<file path="config.mk">
export PLATFORM = sky130hd
export DESIGN_NAME = adc_spi_reader
export DESIGN_NICKNAME = d
export VERILOG_FILES = /design/src/rtl/adc_spi_reader.sv
export SDC_FILE = /design/constraint.sdc
export NUM_CORES = 1
export LEC_CHECK = 0
export ABC_AREA = 1
export ABC_CLOCK_PERIOD_IN_PS = 1700
export CAP_MARGIN = 25
export CORE_MARGIN = 2
export CORE_UTILIZATION = 25
export DETAILED_ROUTE_END_ITERATION = 8
export GPL_ROUTABILITY_DRIVEN = 1
export PLACE_DENSITY_LB_ADDON = 0.08
export SLEW_MARGIN = 20
export SYNTH_ARGS = -nofsm -noshare
export SYNTH_HDL_FRONTEND = slang
export SYNTH_SLANG_ARGS = --single-unit
</file>
<file path="constraint.sdc">
create_clock -name clk -period 1.7 [get_ports clk]
set_clock_uncertainty 0.05 [all_clocks]
set_input_delay 0.51 -clock clk [delete_from_list [all_inputs] [get_ports clk]]
set_output_delay 0.51 -clock clk [all_outputs]
set_load 0.05 [all_outputs]
</file>
<file path="src/rtl/adc_spi_reader.sv">
// SPI front end for a serial ADC: issues a start/single-ended/channel command each frame and
// captures DATA_W result bits into a valid/ready output register with a sticky overrun flag.
`timescale 1ns / 1ps

module adc_spi_reader #(
  parameter int unsigned DATA_W = 10
) (
  input  logic              clk,
  input  logic              rst,
  input  logic              div_clk,
  input  logic              enable,
  input  logic [2:0]        channel,
  input  logic              adc_miso,
  output logic              adc_cs_n,
  output logic              adc_sclk,
  output logic              adc_mosi,
  output logic [DATA_W-1:0] sample,
  output logic              sample_valid,
  input  logic              sample_ready,
  output logic              overrun
);

  localparam int unsigned FrameBits = DATA_W + 6;
  localparam int unsigned CntW      = $clog2(FrameBits);

  localparam logic [CntW-1:0] LastCnt   = CntW'(FrameBits - 1);
  localparam logic [CntW-1:0] FirstData = CntW'(6);
  localparam logic [CntW-1:0] CmdBits   = CntW'(5);

  typedef enum logic [1:0] {
    StIdle,
    StShift,
    StHold
  } state_e;

  state_e              state_q, state_d;
  logic                div_q;
  logic                cs_n_q, cs_n_d;
  logic                sclk_q, sclk_d;
  logic                mosi_q, mosi_d;
  logic [CntW-1:0]     bit_cnt_q, bit_cnt_d;
  logic [2:0]          chan_q, chan_d;
  logic [DATA_W-1:0]   shreg_q, shreg_d;
  logic [DATA_W-1:0]   sample_q, sample_d;
  logic                valid_q, valid_d;
  logic                overrun_q, overrun_d;
  logic                tick;
  logic                publish;

  // Command word, first bit on the wire at index 0: start, single-ended, channel MSB-first.
  function automatic logic cmd_bit(input logic [CntW-1:0] idx, input logic [2:0] ch);
    logic b;
    b = 1'b0;
    if (idx < CmdBits) begin
      case (idx[2:0])
        3'd0, 3'd1: b = 1'b1;
        3'd2:       b = ch[2];
        3'd3:       b = ch[1];
        3'd4:       b = ch[0];
        default:    b = 1'b0;
      endcase
    end
    return b;
  endfunction

  always_comb begin
    tick      = div_clk & ~div_q;
    publish   = 1'b0;
    state_d   = state_q;
    cs_n_d    = cs_n_q;
    sclk_d    = sclk_q;
    mosi_d    = mosi_q;
    bit_cnt_d = bit_cnt_q;
    chan_d    = chan_q;
    shreg_d   = shreg_q;

    if (tick) begin
      unique case (state_q)
        StIdle: begin
          if (enable) begin
            state_d   = StShift;
            chan_d    = channel;
            cs_n_d    = 1'b0;
            sclk_d    = 1'b0;
            bit_cnt_d = '0;
            mosi_d    = cmd_bit('0, channel);
          end
        end
        StShift: begin
          if (!sclk_q) begin
            sclk_d = 1'b1;
            if (bit_cnt_q >= FirstData) shreg_d = {shreg_q[DATA_W-2:0], adc_miso};
          end else if (bit_cnt_q < LastCnt) begin
            sclk_d    = 1'b0;
            bit_cnt_d = bit_cnt_q + CntW'(1);
            mosi_d    = cmd_bit(bit_cnt_q + CntW'(1), chan_q);
          end else begin
            sclk_d  = 1'b0;
            cs_n_d  = 1'b1;
            mosi_d  = 1'b0;
            publish = 1'b1;
            state_d = StHold;
          end
        end
        StHold:  state_d = StIdle;
        default: state_d = StIdle;
      endcase
    end
  end

  // A publish always wins over an accept; overrun only when pending data is lost.
  always_comb begin
    sample_d  = sample_q;
    valid_d   = valid_q;
    overrun_d = overrun_q;
    if (publish) begin
      sample_d = shreg_q;
      valid_d  = 1'b1;
      if (valid_q && !sample_ready) overrun_d = 1'b1;
    end else if (valid_q && sample_ready) begin
      valid_d = 1'b0;
    end
  end

  always_ff @(posedge clk) begin
    if (rst) begin
      state_q   <= StIdle;
      div_q     <= 1'b0;
      cs_n_q    <= 1'b1;
      sclk_q    <= 1'b0;
      mosi_q    <= 1'b0;
      bit_cnt_q <= '0;
      chan_q    <= '0;
      shreg_q   <= '0;
      sample_q  <= '0;
      valid_q   <= 1'b0;
      overrun_q <= 1'b0;
    end else begin
      state_q   <= state_d;
      div_q     <= div_clk;
      cs_n_q    <= cs_n_d;
      sclk_q    <= sclk_d;
      mosi_q    <= mosi_d;
      bit_cnt_q <= bit_cnt_d;
      chan_q    <= chan_d;
      shreg_q   <= shreg_d;
      sample_q  <= sample_d;
      valid_q   <= valid_d;
      overrun_q <= overrun_d;
    end
  end

  assign adc_cs_n     = cs_n_q;
  assign adc_sclk     = sclk_q;
  assign adc_mosi     = mosi_q;
  assign sample       = sample_q;
  assign sample_valid = valid_q;
  assign overrun      = overrun_q;

endmodule
</file>
# [Yosys cells after proc, flatten, opt, wreduce, memory -nomap -nowiden]
# Cells that the tools add are included.
[totals] wordCells=69 romBits=0 latch_bits=0 mem_count=0 ram_bits=0 reg_bits=35
[classes] muxes=26 n_div=0 eq_ne=9 n_lt_le_gt_ge=3 n_shift=0 bitwise_logic=3 multipliers=0 add_sub_neg=1 reduce_logical=16
[ops] op="two-way mux 1 bit" count=14
[ops] op="two-way mux 4 bit" count=3
[ops] op="AND reduction 4 bit" count=3
[ops] op="AND reduction 5 bit" count=2
[ops] op="!= test 2 bit, second input constant" count=4
[ops] op="one-hot mux 4 bit (2 select lines)" count=1
[ops] op="== test 3 x 2 -> 1 bit, second input constant" count=2
[ops] op="two-way mux 2 bit" count=3
[ops] op="one-hot mux 1 bit (2 select lines)" count=3
[ops] op="AND reduction 3 bit" count=2
[ops] op="adder 4 x 1 -> 4 bit, second input constant" count=1
[ops] op="greater-or-equal comparator 4 x 3 -> 1 bit, second input constant" count=1
[ops] op="less-than comparator 4 x 3 -> 1 bit, second input constant" count=1
[ops] op="less-than comparator 4 bit, second input constant" count=1
[ops] op="one-hot mux 1 bit (4 select lines)" count=1
[ops] op="one-hot mux 2 bit (2 select lines)" count=1
[ops] op="nonzero test 2 bit" count=2
[ops] op="== test 3 x 1 -> 1 bit, second input constant" count=1
[ops] op="== test 3 bit, second input constant" count=1
[ops] op="logical NOT 3 bit" count=1
[ops] op="== test 2 x 1 -> 1 bit, second input constant" count=1
[ops] op="logical AND 1 bit" count=2
[ops] op="logical NOT 2 bit" count=1
[ops] op="inverter 1 bit" count=2
[ops] op="4 further kinds" count=4

# [Logic depth before layout (Yosys ltp)]
[depth] word_depth=8 mapped_depth=8

# [Least setup slack after synthesis]
# OpenSTA, ideal clock, no wires.
[synth_timing] path_type="register -> register" startpoint="register sclk_q, in the netlist adc_sclk" endpoint="register bit_cnt_q[2]" path_buffers=0 path_stages_with_launch=6 arrival_time_ns=1.440 setup_ns=0.114 t_required_ns=1.536 slack_ns=0.096 path_cell_list="dfxtp_1 > inv_1 > a21oi_1 > nand3_1 > nor2_1 > nor2_1"
[synth_between] elab_chain_len=2
[synth_rtl] item="start: declaration" line="39" source="logic sclk_q, sclk_d;"
[synth_rtl] item="start signal: assignment" line="142" source="sclk_q <= sclk_d;"
[synth_rtl] item="!= test 2 bit (no line)"
[synth_rtl] item="AND reduction 5 bit (no line)"
[synth_rtl] item="end signal: assignment" line="144" source="bit_cnt_q <= bit_cnt_d;"
[synth_rtl] item="end: declaration" line="41" source="logic [CntW-1:0] bit_cnt_q, bit_cnt_d;"
# Every way passes these cells.
# A chain may end at the register's enable or synchronous reset.

# [Final worst setup path]
[layout_timing] startpoint="input div_clk" endpoint="register shreg_q[7]"
[layout_between] elab_chain_len=2
[layout_rtl] item="start: declaration" line="10" source="input logic div_clk,"
[layout_rtl] item="AND 1 bit" line="67" source="tick = div_clk & ~div_q;"
[layout_rtl] item="AND reduction 4 bit (no line)"
[layout_rtl] item="end signal: assignment" line="146" source="shreg_q <= shreg_d;"
[layout_rtl] item="end: declaration" line="43" source="logic [DATA_W-1:0] shreg_q, shreg_d;"
# Every way passes these cells.

==> impl_metrics.json <==
{
  "status": "finished, final reports clean",
  "slew_headroom": 0.7191,
  "worst_slack_ns": 0.08795,
  "numPortBuffers": 23,
  "drtIter0Drc": 35,
  "dr.pass1.iters": 4,
  "cts_tree": "yes",
  "rsz0062_at_grt": "no",
  "crit_family": "buffers and inverters",
  "core-area_um2": 6241,
  "routed_via_density": 4.234,
  "critPathMaxFanout": 10,
  "die_height_um": 83.79,
  "max_freq_mhz": 620.3,
  "place_area_um2": 2148,
  "grt_max_degree": 19,
  "area_delta_synth_final_pct": 41.43,
  "path_class": "in -> reg",
  "ir_worst_vdd_v": 0.0003879,
  "antenna_found_initial": 0,
  "hold_slack_ns": 0.4331,
  "worstSetupStartpointType": "input port",
  "synth.avg_cell_area_um2": 7.201,
  "drv_cap": 0,
  "route.detailed.drc": 0,
  "drive_above_1_share": 0.1836,
  "synth-seq-cells": 35,
  "post_cts_buffers": 0,
  "seq_area_frac_synth": 0.4403,
  "cts.htree.levels": 2,
  "ios": 24,
  "hpwl_mm": 2.777,
  "switching_share": 0.2617,
  "grt_pass1_vias": 1431,
  "root_buffer": "clkbuf_8",
  "endpoint_kind": "flip-flop",
  "yosysWarnings": 0,
  "die_w_um": 83.79,
  "power_leakage_uw": 0.0009102,
  "critPathBufInv": 3,
  "wl_mm": 3.882,
  "wl_met3_um": 106,
  "worstMarginPinSlew_ns": 0.4213,
  "switchingPower_uw": 435.0,
  "cpPeakStageDelay_ns": 0.47,
  "top_layer": "met4",
  "start_util": 0.2550,
  "numCtsBuffers": 5,
  "worst_ep_required_time_ns": 1.87,
  "cp.arrival_ns": 1.78,
  "routabilityCongestion": 0.7416,
  "vias": 1410,
  "syn_inst": 221,
  "ys_types": 23,
  "finalSetupViolCount": 0,
  "final_area_um2": 2251,
  "rows": 29,
  "final.min_clock_period_ns": 1.612,
  "clockBufferDepth": 2,
  "seq_power_share": 0.518,
  "wl_per_cell_um": 11.66,
  "hold_path_class": "reg -> reg",
  "slew_viol_final": 0,
  "dp_slack_ns": -0.2546,
  "power_frac_clock": 0.348,
  "clock_sinks": 35,
  "post-route-period-util": 0.9483,
  "dieArea_um2": 7020,
  "num_antenna_cells": 0,
  "gr-usage-all-layers": 0.1170,
  "clk_latency_ns": 0.28,
  "grt_overflow": 0,
  "internal_power_uw": 1227,
  "synth.cell_area_um2": 1592,
  "total_power_uw": 1662,
  "grt_pass1_wl_mm": 6.596,
  "hold_viol": 0,
  "wl_met2_mm": 1.859,
  "crit_top_cell": "nor2_1",
  "path_cells": "clkdlybuf4s50_1, inv_1, nor2_2, nand2_2, nor2_4, and2_4, buf_12, nor2_1, nor2_1",
  "slowest_stage": "clkdlybuf4s50_1",
  "layout.nets": 269,
  "syn_nets": 235,
  "clk_transition_reported_paths_ns": 0.07,
  "power_frac_comb": 0.133,
  "powerDensity_nw_per_um2": 738.5,
  "wl_met1_mm": 1.888,
  "antenna_left": 0
}
[worst paths after layout]
check,from,cells past startpoint,slack [ns],endpoint
setup / recovery,div_clk,9,0.09,shreg_q[7]
setup reg to reg,bit_cnt_q[0],8,0.17,shreg_q[7]
hold reg to reg,shreg_q[9],2,0.43,shreg_q[9]
hold / removal,shreg_q[9],2,0.43,shreg_q[9]
[through the flow]
| stage | cells | TNS (ns) | util |
|---|---|---|---|
| 2_1_floorplan | 221 | 0 | - |
| 3_3_place_gp | 325 | -5.384 | 0.3442 |
| 3_5_place_dp | 325 | -5.152 | 0.3442 |
| 4_1_cts | 333 | 0 | 0.3573 |
| 5_1_grt | 333 | 0 | 0.3607 |
| 6_report | 333 | 0 | 0.3607 |
[final cells by class]
cell class	instances	area [um2]
Clock inverter	1	5.005
Timing Repair Buffer	37	514.2
Clock buffer	7	76.32
Inverter	17	63.81
Multi-Input combinational cell	159	794.5
Fill cell	680	3990
Sequential cell	35	700.7
Tap cell	77	96.34
[cells in the final DEF, fill, tap and decap left out, types with 2 or more instances in the layout]
cell type	n
nand3b_1	10
dfxtp_1	35
nand2_1	47
buf_4	11
inv_1	16
nor2_4	2
nor2_1	42
nand4_1	4
ha_1	4
nand3_1	17
clkbuf_8	5
nor2_2	3
nand3_2	2
a21oi_1	16
buf_12	17
o21ai_0	4
clkbuf_1	2
clkdlybuf4s50_1	8
[logic make-up after synthesis]
group	synth area share
adder cells (fa/ha/maj)	0.03931
AO/OA/AOI/OAI	0.08098
AND/OR/NAND/NOR	0.3679
buffers and inverters	0.07154
flip-flops	0.4403
[sequential cells by signal, summed over array words and instances (netlist names)]
name / flops
chan_q: 3
adc_cs_n: 1
div_q: 1
sample_valid: 1
bit_cnt_q: 4
shreg_q: 10
adc_mosi: 1
overrun: 1
state_q: 2
sample: 10
adc_sclk: 1
[cells in the mapped netlist]
library cell	n	area share
nand2_2	1	0.0039
nand2_1	47	0.11
o21ai_0	5	0.016
dfxtp_1	35	0.44
o21a_1	1	0.0047
nor2_1	43	0.10
inv_2	1	0.0024
a21oi_1	16	0.050
clkbuf_1	4	0.0094
inv_1	16	0.038
a21oi_2	1	0.0055
nor3_1	1	0.0031
nor2_4	1	0.0071
buf_4	2	0.0094
nand3b_1	10	0.047
nor2_2	3	0.012
nand4_1	4	0.016
nand3_1	18	0.057
a21boi_0	1	0.0047
nand3_2	1	0.0063
and2_1	1	0.0039
buf_2	4	0.013
ha_1	5	0.039
[per-layer routing]
| layer | track usage | up-vias |
|---|---|---|
| li1 | - | 771 |
| met1 | 0.1448 | 617 |
| met2 | 0.1978 | 20 |
| met3 | 0.02671 | 2 |
| met4 | 0.04399 | 0 |
| met5 | 0 | - |
[power groups by stage]
stage          Clock, uW  Sequential (uW)  Combinational, uW
5_1_grt              641              865                249
6_report             579              862                222
2_1_floorplan          0              893                110
3_5_place_dp           0              881                218
3_3_place_gp           0              881                221
4_1_cts              608              862                220
[worst register-to-register path: stages, from the launching register on]
cell	delay, ns
dfxtp_1	0.36
inv_1	0.09
ha_1	0.23
o21ai_0	0.15
nand2_1	0.11
and2_4	0.18
buf_12	0.13
nor2_1	0.09
nor2_1	0.05
[repair_timing]
item                       in CTS  in global routing
gates resized for setup         0                  7
hold buffers                    0                  0
setup endpoints to repair       0                 23
No activity file was read; power rests on OpenSTA's default activity.
